--- src/rtl/uart_tx_pkg.sv ---
// Shared definitions for the UART blocks: state encodings,
// default line parameters and the bit-period helper.
package uart_tx_pkg;

    localparam int DEF_CLOCK_SPEED = 100_000_000;
    localparam int DEF_BAUD_RATE   = 9600;

    // Encodings are shared with uart_rx; keep them stable.
    typedef enum logic [3:0] {
        ST_START = 4'h0,
        ST_D0    = 4'h1,
        ST_D1    = 4'h2,
        ST_D2    = 4'h3,
        ST_D3    = 4'h4,
        ST_D4    = 4'h5,
        ST_D5    = 4'h6,
        ST_D6    = 4'h7,
        ST_D7    = 4'h8,
        ST_STOP  = 4'hA,
        ST_IDLE  = 4'hF
    } state_t;

    function automatic int clocks_per_bit(
        input int clk_hz,
        input int baud
    );
        return (clk_hz / baud) + 1;
    endfunction

endpackage

--- src/rtl/uart_baud_gen.sv ---
// Bit-period counter: runs while enabled, pulses bit_tick on the
// terminal count and wraps to zero. Held at zero while disabled.
module uart_baud_gen #(
    parameter int CLOCKS_PER_BIT = 10417
) (
    input  logic clk,
    input  logic rst,
    input  logic en,
    output logic bit_tick
);

    localparam int CNT_W =
        (CLOCKS_PER_BIT > 1) ? $clog2(CLOCKS_PER_BIT) : 1;
    localparam logic [CNT_W-1:0] LAST = CNT_W'(CLOCKS_PER_BIT - 1);

    logic [CNT_W-1:0] count;

    always_ff @(posedge clk or posedge rst) begin
        if (rst) begin
            count <= '0;
        end else if (!en || count == LAST) begin
            count <= '0;
        end else begin
            count <= count + 1'b1;
        end
    end

    assign bit_tick = en && (count == LAST);

endmodule

--- src/rtl/uart_tx.sv ---
// 8N1 UART transmitter: valid/ready byte input, LSB-first serial
// output on a registered txd, configurable 1 or 2 stop bits.
module uart_tx
    import uart_tx_pkg::*;
#(
    parameter int CLOCK_SPEED = DEF_CLOCK_SPEED,
    parameter int BAUD_RATE   = DEF_BAUD_RATE,
    parameter int STOP_BITS   = 1
) (
    input  logic       clk,
    input  logic       rst,
    input  logic [7:0] tx_data,
    input  logic       tx_valid,
    output logic       tx_ready,
    output logic       txd,
    output logic       tx_busy
);

    localparam int CLOCKS_PER_BIT =
        clocks_per_bit(CLOCK_SPEED, BAUD_RATE);

    state_t     state;
    logic [7:0] shreg;
    logic       stop_cnt;
    logic       bit_tick;
    logic       baud_en;
    logic       last_stop;

    assign tx_ready  = (state == ST_IDLE);
    assign baud_en   = (state != ST_IDLE);
    assign last_stop = (stop_cnt == 1'(STOP_BITS - 1));

    uart_baud_gen #(
        .CLOCKS_PER_BIT(CLOCKS_PER_BIT)
    ) u_baud (
        .clk     (clk),
        .rst     (rst),
        .en      (baud_en),
        .bit_tick(bit_tick)
    );

    always_ff @(posedge clk or posedge rst) begin
        if (rst) begin
            state    <= ST_IDLE;
            shreg    <= '0;
            txd      <= 1'b1;
            tx_busy  <= 1'b0;
            stop_cnt <= 1'b0;
        end else begin
            case (state)
                ST_IDLE: begin
                    if (tx_valid) begin
                        shreg   <= tx_data;
                        state   <= ST_START;
                        txd     <= 1'b0;
                        tx_busy <= 1'b1;
                    end
                end
                ST_START, ST_D0, ST_D1, ST_D2,
                ST_D3, ST_D4, ST_D5, ST_D6: begin
                    // txd carries the bit leaving the shifter
                    if (bit_tick) begin
                        state <= state_t'(state + 4'd1);
                        txd   <= shreg[0];
                        shreg <= shreg >> 1;
                    end
                end
                ST_D7: begin
                    if (bit_tick) begin
                        state    <= ST_STOP;
                        txd      <= 1'b1;
                        shreg    <= shreg >> 1;
                        stop_cnt <= 1'b0;
                    end
                end
                ST_STOP: begin
                    if (bit_tick) begin
                        if (last_stop) begin
                            state    <= ST_IDLE;
                            tx_busy  <= 1'b0;
                            stop_cnt <= 1'b0;
                        end else begin
                            stop_cnt <= stop_cnt + 1'b1;
                        end
                    end
                end
                default: begin
                    state    <= ST_IDLE;
                    shreg    <= '0;
                    txd      <= 1'b1;
                    tx_busy  <= 1'b0;
                    stop_cnt <= 1'b0;
                end
            endcase
        end
    end

endmodule

--- config.mk ---
export PLATFORM = sky130hd
export DESIGN_NAME = uart_tx
export DESIGN_NICKNAME = d
export VERILOG_FILES = /design/src/rtl/uart_tx_pkg.sv /design/src/rtl/uart_baud_gen.sv /design/src/rtl/uart_tx.sv
export SDC_FILE = /design/constraint.sdc
export NUM_CORES = 1
export LEC_CHECK = 0
export ABC_CLOCK_PERIOD_IN_PS = 6300
export CELL_PAD_IN_SITES_DETAIL_PLACEMENT = 1
export CELL_PAD_IN_SITES_GLOBAL_PLACEMENT = 1
export CORE_MARGIN = 2
export CORE_UTILIZATION = 48
export DETAILED_ROUTE_END_ITERATION = 8
export PLACE_DENSITY = 0.9
export SKIP_CTS_REPAIR_TIMING = 1
export SLEW_MARGIN = 20
export SYNTH_ARGS = -nofsm -noshare
export SYNTH_HDL_FRONTEND = slang
export SYNTH_HIERARCHICAL = 1
export SYNTH_SLANG_ARGS = --single-unit
--- constraint.sdc ---
create_clock -name clk -period 6.3 [get_ports clk]
set_clock_uncertainty 0.1 [all_clocks]
set_input_delay 1.26 -clock clk [delete_from_list [all_inputs] [get_ports clk]]
set_output_delay 1.26 -clock clk [all_outputs]
set_load 0.1 [all_outputs]
* Yosys cells after proc, flatten, opt, wreduce, memory -nomap -nowiden *
Index checks and enable logic that the tools add are counted.

word-level totals
  memory bits (read-only) = 0
  logic and storage cells = 64
  memories kept = 0
  latch bits = 0
  output and inout port bits = 3
  RAM bits = 0
  register bits = 29
  input bits = 11

cells by class
  reduce and logical (&&, ||, !) cells = 12
  add/subtract/negate cells = 3
  eq/ne operators = 18
  multiplexer cells = 22
  $mul = 0
  div/mod/pow operators = 0
  bitwise operators = 3
  order comparisons = 0
  shifts and indexed selects = 0

operator list
  kind                     count
  $pmux W8 S3              1
  $mux W4                  5
  $reduce_or A9 Y1         2
  $eq A4 B3 Y1 const B     4
  $mux W8                  2
  $pmux W4 S4              1
  $add A14 B1 Y14 const B  1
  $eq A14 B14 Y1 const B   1
  $mux W14                 1
  $eq A4 B4 Y1 const B     3
  $ne A2 B2 Y1 const B     5
  $mux W1                  9
  $eq A4 B2 Y1 const B     2
  $reduce_and A4 Y1        2
  $reduce_or A8 Y1         1
  $pmux W1 S3              2
  $reduce_and A3 Y1        2
  $reduce_and A5 Y1        1
  $add A4 B1 Y4 const B    1
  $eq A4 B1 Y1 const B     1
  $logic_not A4 Y1         1
  $ne A4 B4 Y1 const B     1
  $pmux W1 S4              1
  $not A1 Y1               3
  5 further kinds          5

* Depth between registers and ports, before layout *
Gate-level depths: netlist of the first run.

  word-level depth = 4
  mapped depth = 9
  mapped depth without buffers = 9

* By module *
Netlist of the first run, hierarchy kept.

modules (own cells, without submodules)
  module         area an instance (µm²)  instances  cells an instance
  uart_tx        932.1                   1          90
  uart_baud_gen  747.0                   1          73

* Worst setup path before layout of the first run *
Ideal clock, no wire load.

  kind = flip-flop to output port
  start = register state[0]
  end = output tx_ready
  slack = 3.321 ns
  buffers on the path = 1
  data arrival time = 1.619 ns
  stages on the path, launching flop included = 5
  path through = dfstp_2 ha_1 nand3_1 inv_1 buf_2

between the ends
  longest elaborated chain between the ends = 1

ends and longest elaborated chain
  what                    line           RTL
  from (decl)             uart_tx.sv:22  state_t state;
  from (signal assigned)  uart_tx.sv:63  state <= state_t'(state + 4'd1);
  $eq A4 B4 Y1            uart_tx.sv:29  assign tx_ready = (state == ST_IDLE);
  to (decl)               uart_tx.sv:14  output logic tx_ready,

No other way between the ends.

* Worst setup path in the final report of the first run *
Ends and elaborated chain as after synthesis.

==> metrics.yaml, run 1 <==
p_leak_nw: 0.8700
grt_busiest_layer: "met2"
synthFlopType: "dfrtp_1"
critPathMaxStageDelay_ns: 1.21
grt_pass1_vias: 1338
synth_enable_flop_cells: 0
ys_top_cells_by_count: "dfrtp_1, inv_1, nor2_1"
grt_overflow: 0
crit_chain: "ha_1 -> nand3_1 -> inv_1 -> clkdlybuf4s50_1"
setup_tns_ns: 0
cts_max_path_buffers: 2
worstSetupPathType: "reg -> out"
grt_max_degree: 17
use_met3_pct: 1.786
r2r_slack_ns: 3.30
track_usage_pct: 20.67
max_freq_ghz: 0.2230
wire_per_inst_um: 16.43
drive_above_1_share_pct: 12.64
cp.required_ns: 4.94
n_antenna_cell: 0
cts_buffers: 3
htreeDepth: 1
hold_path_depth: 1
crit_arrival_ns: 3.12
crit_path_end_kind: "output pin"
worst_hold_path.endpoint: "shreg[3]"
synth_cells: 163
place_congestion: 0.7642
rsz0062_at_grt: "false"
synth.largest_area_cell: "dfrtp_1"
fin_util_pct: 56.09
ys_warn_count: 6
grt_pass1_wl_um: 6555
insertion_delay_ns: 0.33
design_area_um2: 1872
drt-vias-per-instance: 5.609
period_share_pct: 71.16
io_buffers: 13
max-vdd-ir-drop_mv: 0.1234
use_met2_pct: 35.90
drt_iter0_drc: 27
seq_area_frac_synth_pct: 42.10
hp-class: "reg -> reg"
grt_util_met1_pct: 28.23
rr_worst_depth: 9
drt_wl_total_um: 3614
r2r_end: "state[3]"
max_slew_margin_pct: 35.33
outcome: "finished, final reports clean"
cp_max_fo: 11
setup_viol: 0
die_w_um: 63.15
die_y_um: 63.15
worst_hold_slack_ns: 0.4264
synth_seq_cells: 28
dr_total_vias: 1234
fp.coreArea_um2: 3337
synth_area_um2: 1679
cp_slowest_cell: "clkdlybuf4s50_1"
reg2reg_from: "u_baud/count[0]"
drv_slew: 0
worst_pin_slew_ns: 0.9670
place_area_um2: 1819
syn-num-nets: 180
rows: 21
areaGrowthSynthToFinish_pct: 11.48
dp_cells: 216
cts_tree: "done"
clockRootBuffer: "clkbuf_4"
nets: 192
dieArea_um2: 3987
synth_top_area_share_pct: 34.28
drtAntennaViolNets: 0
critical-path-top-delay-family: "buffers and inverters"
finalHoldViolCount: 0
critPathBufInv: 2
clk_pin_slew_worst_paths_ns: 0.16
avgSynthCellArea_um2: 10.30
timing.max_cap.violations: 0
io_pins: 14
critPathLaunchType: "flop"
drc: 0
initial_core_util_pct: 50.32
hp-start: "shreg[3]"
yosys-top-cells-area: "dfrtp_1, dfstp_2, ha_1, inv_1, xnor2_1"
clock-sinks: 28
dpl.hpwl_um: 2699
grt_antenna_before_repair: 0
synth.most_common_cell: "dfrtp_1"
drt_first_pass_iters: 6
ys_types: 44
synthArstFlopShare_pct: 100.0
final.min_clock_period_ns: 4.483
cellPowerDensity_nw_per_um2: 165.2
final_cell_count_no_fill: 220
[area by class of cell]
type | count | area [um^2]
Sequential cell | 28 | 706.9
Clock inverter | 1 | 30.03
Inverter | 19 | 71.32
Timing Repair Buffer | 13 | 130.1
Multi-Input combinational cell | 110 | 853.3
Fill cell | 377 | 1465
Tap cell | 46 | 57.56
Clock buffer | 3 | 22.52
[registers in the layout, indices dropped and copies added, names as in the netlist]
signal	flops
txd	1
tx_busy	1
state	4
shreg	8
u_baud/count	14
[power by group]
part	total, mW	switching [mW]	internal, mW
clock network	0.119	0.0547	0.0643
logic	0.0102	0.00461	0.00561
registers	0.180	0	0.180
total	0.309	0.0593	0.250
[cell usage in the layout (no fill, tap or decap), types with 2 or more instances in the layout]
cell type,synthesis,final
nand3_1,5,5
clkbuf_4,0,3
nor4_4,2,2
mux2_4,2,2
a21oi_1,8,8
mux2i_1,2,2
clkdlybuf4s50_1,0,13
xor2_1,4,4
dfrtp_1,23,23
nand2_1,5,5
nor3_1,6,6
dfstp_2,5,5
a21o_1,8,8
xnor2_1,8,8
and3_1,2,2
nand4_1,3,3
inv_1,19,19
ha_1,6,6
nand2_2,2,2
o22a_1,7,7
nor2_1,18,18
[through the flow]
step	total power, mW	setup slack, ns
2_1_floorplan	0.1860	3.321
3_3_place_gp	0.1932	2.338
3_5_place_dp	0.1938	2.258
4_1_cts	0.3141	1.836
5_1_grt	0.3213	1.665
6_report	0.3092	1.817
[metal layers]
layer / wire length (um) / vias to the layer above
li1: - / 586
met1: 1655 / 627
met2: 1859 / 19
met3: 76 / 2
met4: 22 / 0
met5: 0 / -
[worst register-to-register path, cell delays in order, from the launching register on]
cell	delay, ns
dfrtp_1	0.47
inv_1	0.10
ha_1	0.14
nor4bb_1	0.27
nand4_1	0.20
nor2_1	0.73
or3b_1	0.22
a21o_1	0.26
o21ai_2	0.14
a221o_1	0.33
[how the worst max path moves through the flow]
stage	from	endpoint	slack, ns	cells after the start
floorplan	state[0]	tx_ready	3.32	4
global placement	state[0]	tx_ready	2.34	4
detailed placement	state[0]	tx_ready	2.26	4
CTS	state[0]	tx_ready	1.84	4
global route	state[0]	tx_ready	1.67	4
finish	state[0]	tx_ready	1.82	4
[logic make-up after synthesis]
kind of cell    after synthesis  synth area share [%]
simple gates                 54                 20.12
fa+ha+maj                     6                 4.471
compound gates               34                 16.99
xor+xnor                     12                 6.259
buf+inv                      25                 7.079
mux                           4                 2.981
flops                        28                 42.10
Power figures use the tool's default switching activity.
==> run 2, diff against run 1 <==
Settings changed: ABC_CLOCK_PERIOD_IN_PS 6300 to 4700, CORE_UTILIZATION 48 to 45, PLACE_DENSITY 0.9 to 0.85.
Clock period 6.3 ns to 4.7 ns, I/O delays scaled along.
==> run 2 against run 1 <==
Against the previous run: largest power group unchanged; sequential power up 34%; hold slack got worse by 0.016 ns; via count is 0.89% lower; sequential share of layout area fell by 0.050 points; combinational power is 33% higher; clock power rose by 27%; total power increased by 31%; critical endpoint unchanged.
==> metrics.yaml, run 2 (synthesis results as in run 1) <==
outcome: "finished, final reports clean"  # unchanged
largest_reg_flops: 14  # unchanged
fp.coreArea_um2: 3633  # was 3337 um^2
hp-start: "shreg[1]"  # was shreg[3]
fin_util_pct: 51.58  # was 56.09%
cp.required_ns: 3.66  # was 4.94 ns
cellPowerDensity_nw_per_um2: 216.4  # was 165.2 nW/um^2
io_buffers: 13  # unchanged
crit_chain: "ha_1 -> nand3_1 -> inv_1 -> buf_4"  # was ha_1 -> nand3_1 -> inv_1 -> clkdlybuf4s50_1
finalHoldViolCount: 0  # unchanged
worst_hold_path.endpoint: "shreg[1]"  # was shreg[3]
die_y_um: 65.09  # was 63.15 um
n_antenna_cell: 0  # unchanged
nets: 192  # unchanged
drc: 0  # unchanged
cp_max_fo: 11  # unchanged
r2r_end: "state[3]"  # unchanged
drtAntennaViolNets: 0  # unchanged
setup_viol: 0  # unchanged
use_met3_pct: 2.431  # was 1.786%
critPathLaunchType: "flop"  # unchanged
top_register: "u_baud/count"  # unchanged
final.min_clock_period_ns: 3.234
critPathMaxStageDelay_ns: 0.59  # was 1.21 ns
crit_arrival_ns: 2.19  # was 3.12 ns
crit_path_end_kind: "output pin"  # unchanged
max-vdd-ir-drop_mv: 0.1056  # was 0.1234 mV
reg2reg_from: "u_baud/count[0]"  # unchanged
hold_path_depth: 1  # unchanged
dpl.hpwl_um: 2880  # was 2699 um
drt-vias-per-instance: 5.509  # was 5.609
drive_above_1_share_pct: 13.22  # was 12.64%
dieArea_um2: 4236  # was 3987 um^2
cellInternalPower_uw: 323.5  # was 249.9 uW
cts_buffers: 3  # unchanged
layout_commonest_cell: "dfrtp_1"  # unchanged
grt_pass1_vias: 1328  # was 1338
track_usage_pct: 20.35  # was 20.67%
io_pins: 14  # unchanged
period_share_pct: 68.82
p_leak_nw: 0.8729  # was 0.8700 nW
p_total_uw: 405.6  # was 309.2 uW
grt_max_degree: 16  # was 17
place_congestion: 0.9376  # was 0.7642
dr_total_vias: 1223  # was 1234
rsz0062_at_grt: "false"  # unchanged
areaGrowthSynthToFinish_pct: 11.62  # was 11.48%
drt_first_pass_iters: 4  # was 6
drt_wl_total_um: 3801  # was 3614 um
cts_max_path_buffers: 2  # unchanged
insertion_delay_ns: 0.28  # was 0.33 ns
drv_slew: 0  # unchanged
grt_overflow: 0  # unchanged
grt_util_met1_pct: 26.47  # was 28.23%
clock-sinks: 28  # unchanged
most-common-layout-cells: "dfrtp_1, inv_1, nor2_1"  # unchanged
cp_slowest_cell: "dfstp_2"  # was clkdlybuf4s50_1
rr_worst_depth: 9  # unchanged
final_cell_count_no_fill: 222  # was 220
timing.max_cap.violations: 0  # unchanged
dp_cells: 218  # was 216
max_slew_margin_pct: 34.02  # was 35.33%
use_met2_pct: 34.66  # was 35.90%
grt_busiest_layer: "met2"  # unchanged
wire_per_inst_um: 17.12  # was 16.43 um
htreeDepth: 1  # unchanged
rows: 22  # was 21
clk_pin_slew_worst_paths_ns: 0.09  # was 0.16 ns
swShare_pct: 20.24  # was 19.18%
worstSetupPathType: "reg -> out"  # unchanged
clockRootBuffer: "clkbuf_8"  # was clkbuf_4
r2r_slack_ns: 1.81  # was 3.30 ns
cts_tree: "done"  # unchanged
hp-class: "reg -> reg"  # unchanged
switchingPower_uw: 82.11  # was 59.32 uW
setup_tns_ns: 0  # unchanged
clock_power_share_pct: 37.2  # was 38.5%
finalWorstSetupSlack_ns: 1.466  # was 1.817 ns
comb_power_share_pct: 3.3  # about the same
post-place-ws_ns: 1.795  # was 2.258 ns
top_regs: "u_baud/count: 14 flops, shreg: 8 flops, state: 4 flops"  # unchanged
grt_pass1_wl_um: 6520  # was 6555 um
grt_antenna_before_repair: 0  # unchanged
worst_pin_slew_ns: 0.9865  # was 0.9670 ns
die_w_um: 65.09  # was 63.15 um
drt_iter0_drc: 95  # was 27
initial_core_util_pct: 46.21  # was 50.32%
max_freq_ghz: 0.3092
power_frac_seq_pct: 59.4  # was 58.2%
-- run 2: cell types whose count changed in the layout (fill, tap and decap cells not counted) --
cell and delta:
clkbuf_8 +4, clkbuf_4 -3, buf_4 +1, bufinv_16 -1, clkdlybuf4s50_1 -1
-- run 2: worst max path at each step --
stage               slack, ns  endpoint     start  cells after the start
CTS                      1.47  tx_ready  state[0]                      4
global route             1.30  tx_ready  state[0]                      4
detailed placement       1.79  tx_ready  state[0]                      4
finish                   1.47  tx_ready  state[0]                      4
global placement         1.83  tx_ready  state[0]                      4
floorplan                2.04  tx_ready  state[0]                      4
-- run 2: critical path, delay by kind of cell (launching register included) --
family,cells,cell delay [ns]
buf+inv,2,0.74
fa+ha+maj,1,0.29
flops,1,0.59
simple gates,1,0.30
-- run 2: final cells by class --
type                       instances  area [um^2]
sequential                        28        706.9
tap                               48        60.06
inverter                          19        71.32
timing repair buffer              13        127.6
fill                             412         1759
multi-input combinational        110        853.3
clock buffer                       4        55.05
-- run 2: power groups by stage --
stage	clock network, mW	logic [mW]	registers, mW
5_1_grt	0.162	0.0149	0.241
6_report	0.151	0.0136	0.241
2_1_floorplan	0	0.00382	0.246
3_3_place_gp	0	0.0135	0.246
4_1_cts	0.154	0.0139	0.241
3_5_place_dp	0	0.0138	0.246
-- run 2: layer usage --
layer | up-vias | share of wire [%]
li1 | 585 | -
met1 | 613 | 45
met2 | 15 | 51
met3 | 10 | 1.6
met4 | 0 | 2.3
met5 | - | 0
-- run 2: per-stage QoR --
| stage | area (um^2) | hold slack, ns |
|---|---|---|
| 2_1_floorplan | 1679 | 0.3600 |
| 3_3_place_gp | 1819 | 0.3821 |
| 3_5_place_dp | 1819 | 0.3936 |
| 4_1_cts | 1874 | 0.4149 |
| 5_1_grt | 1874 | 0.4486 |
| 6_report | 1874 | 0.4106 |
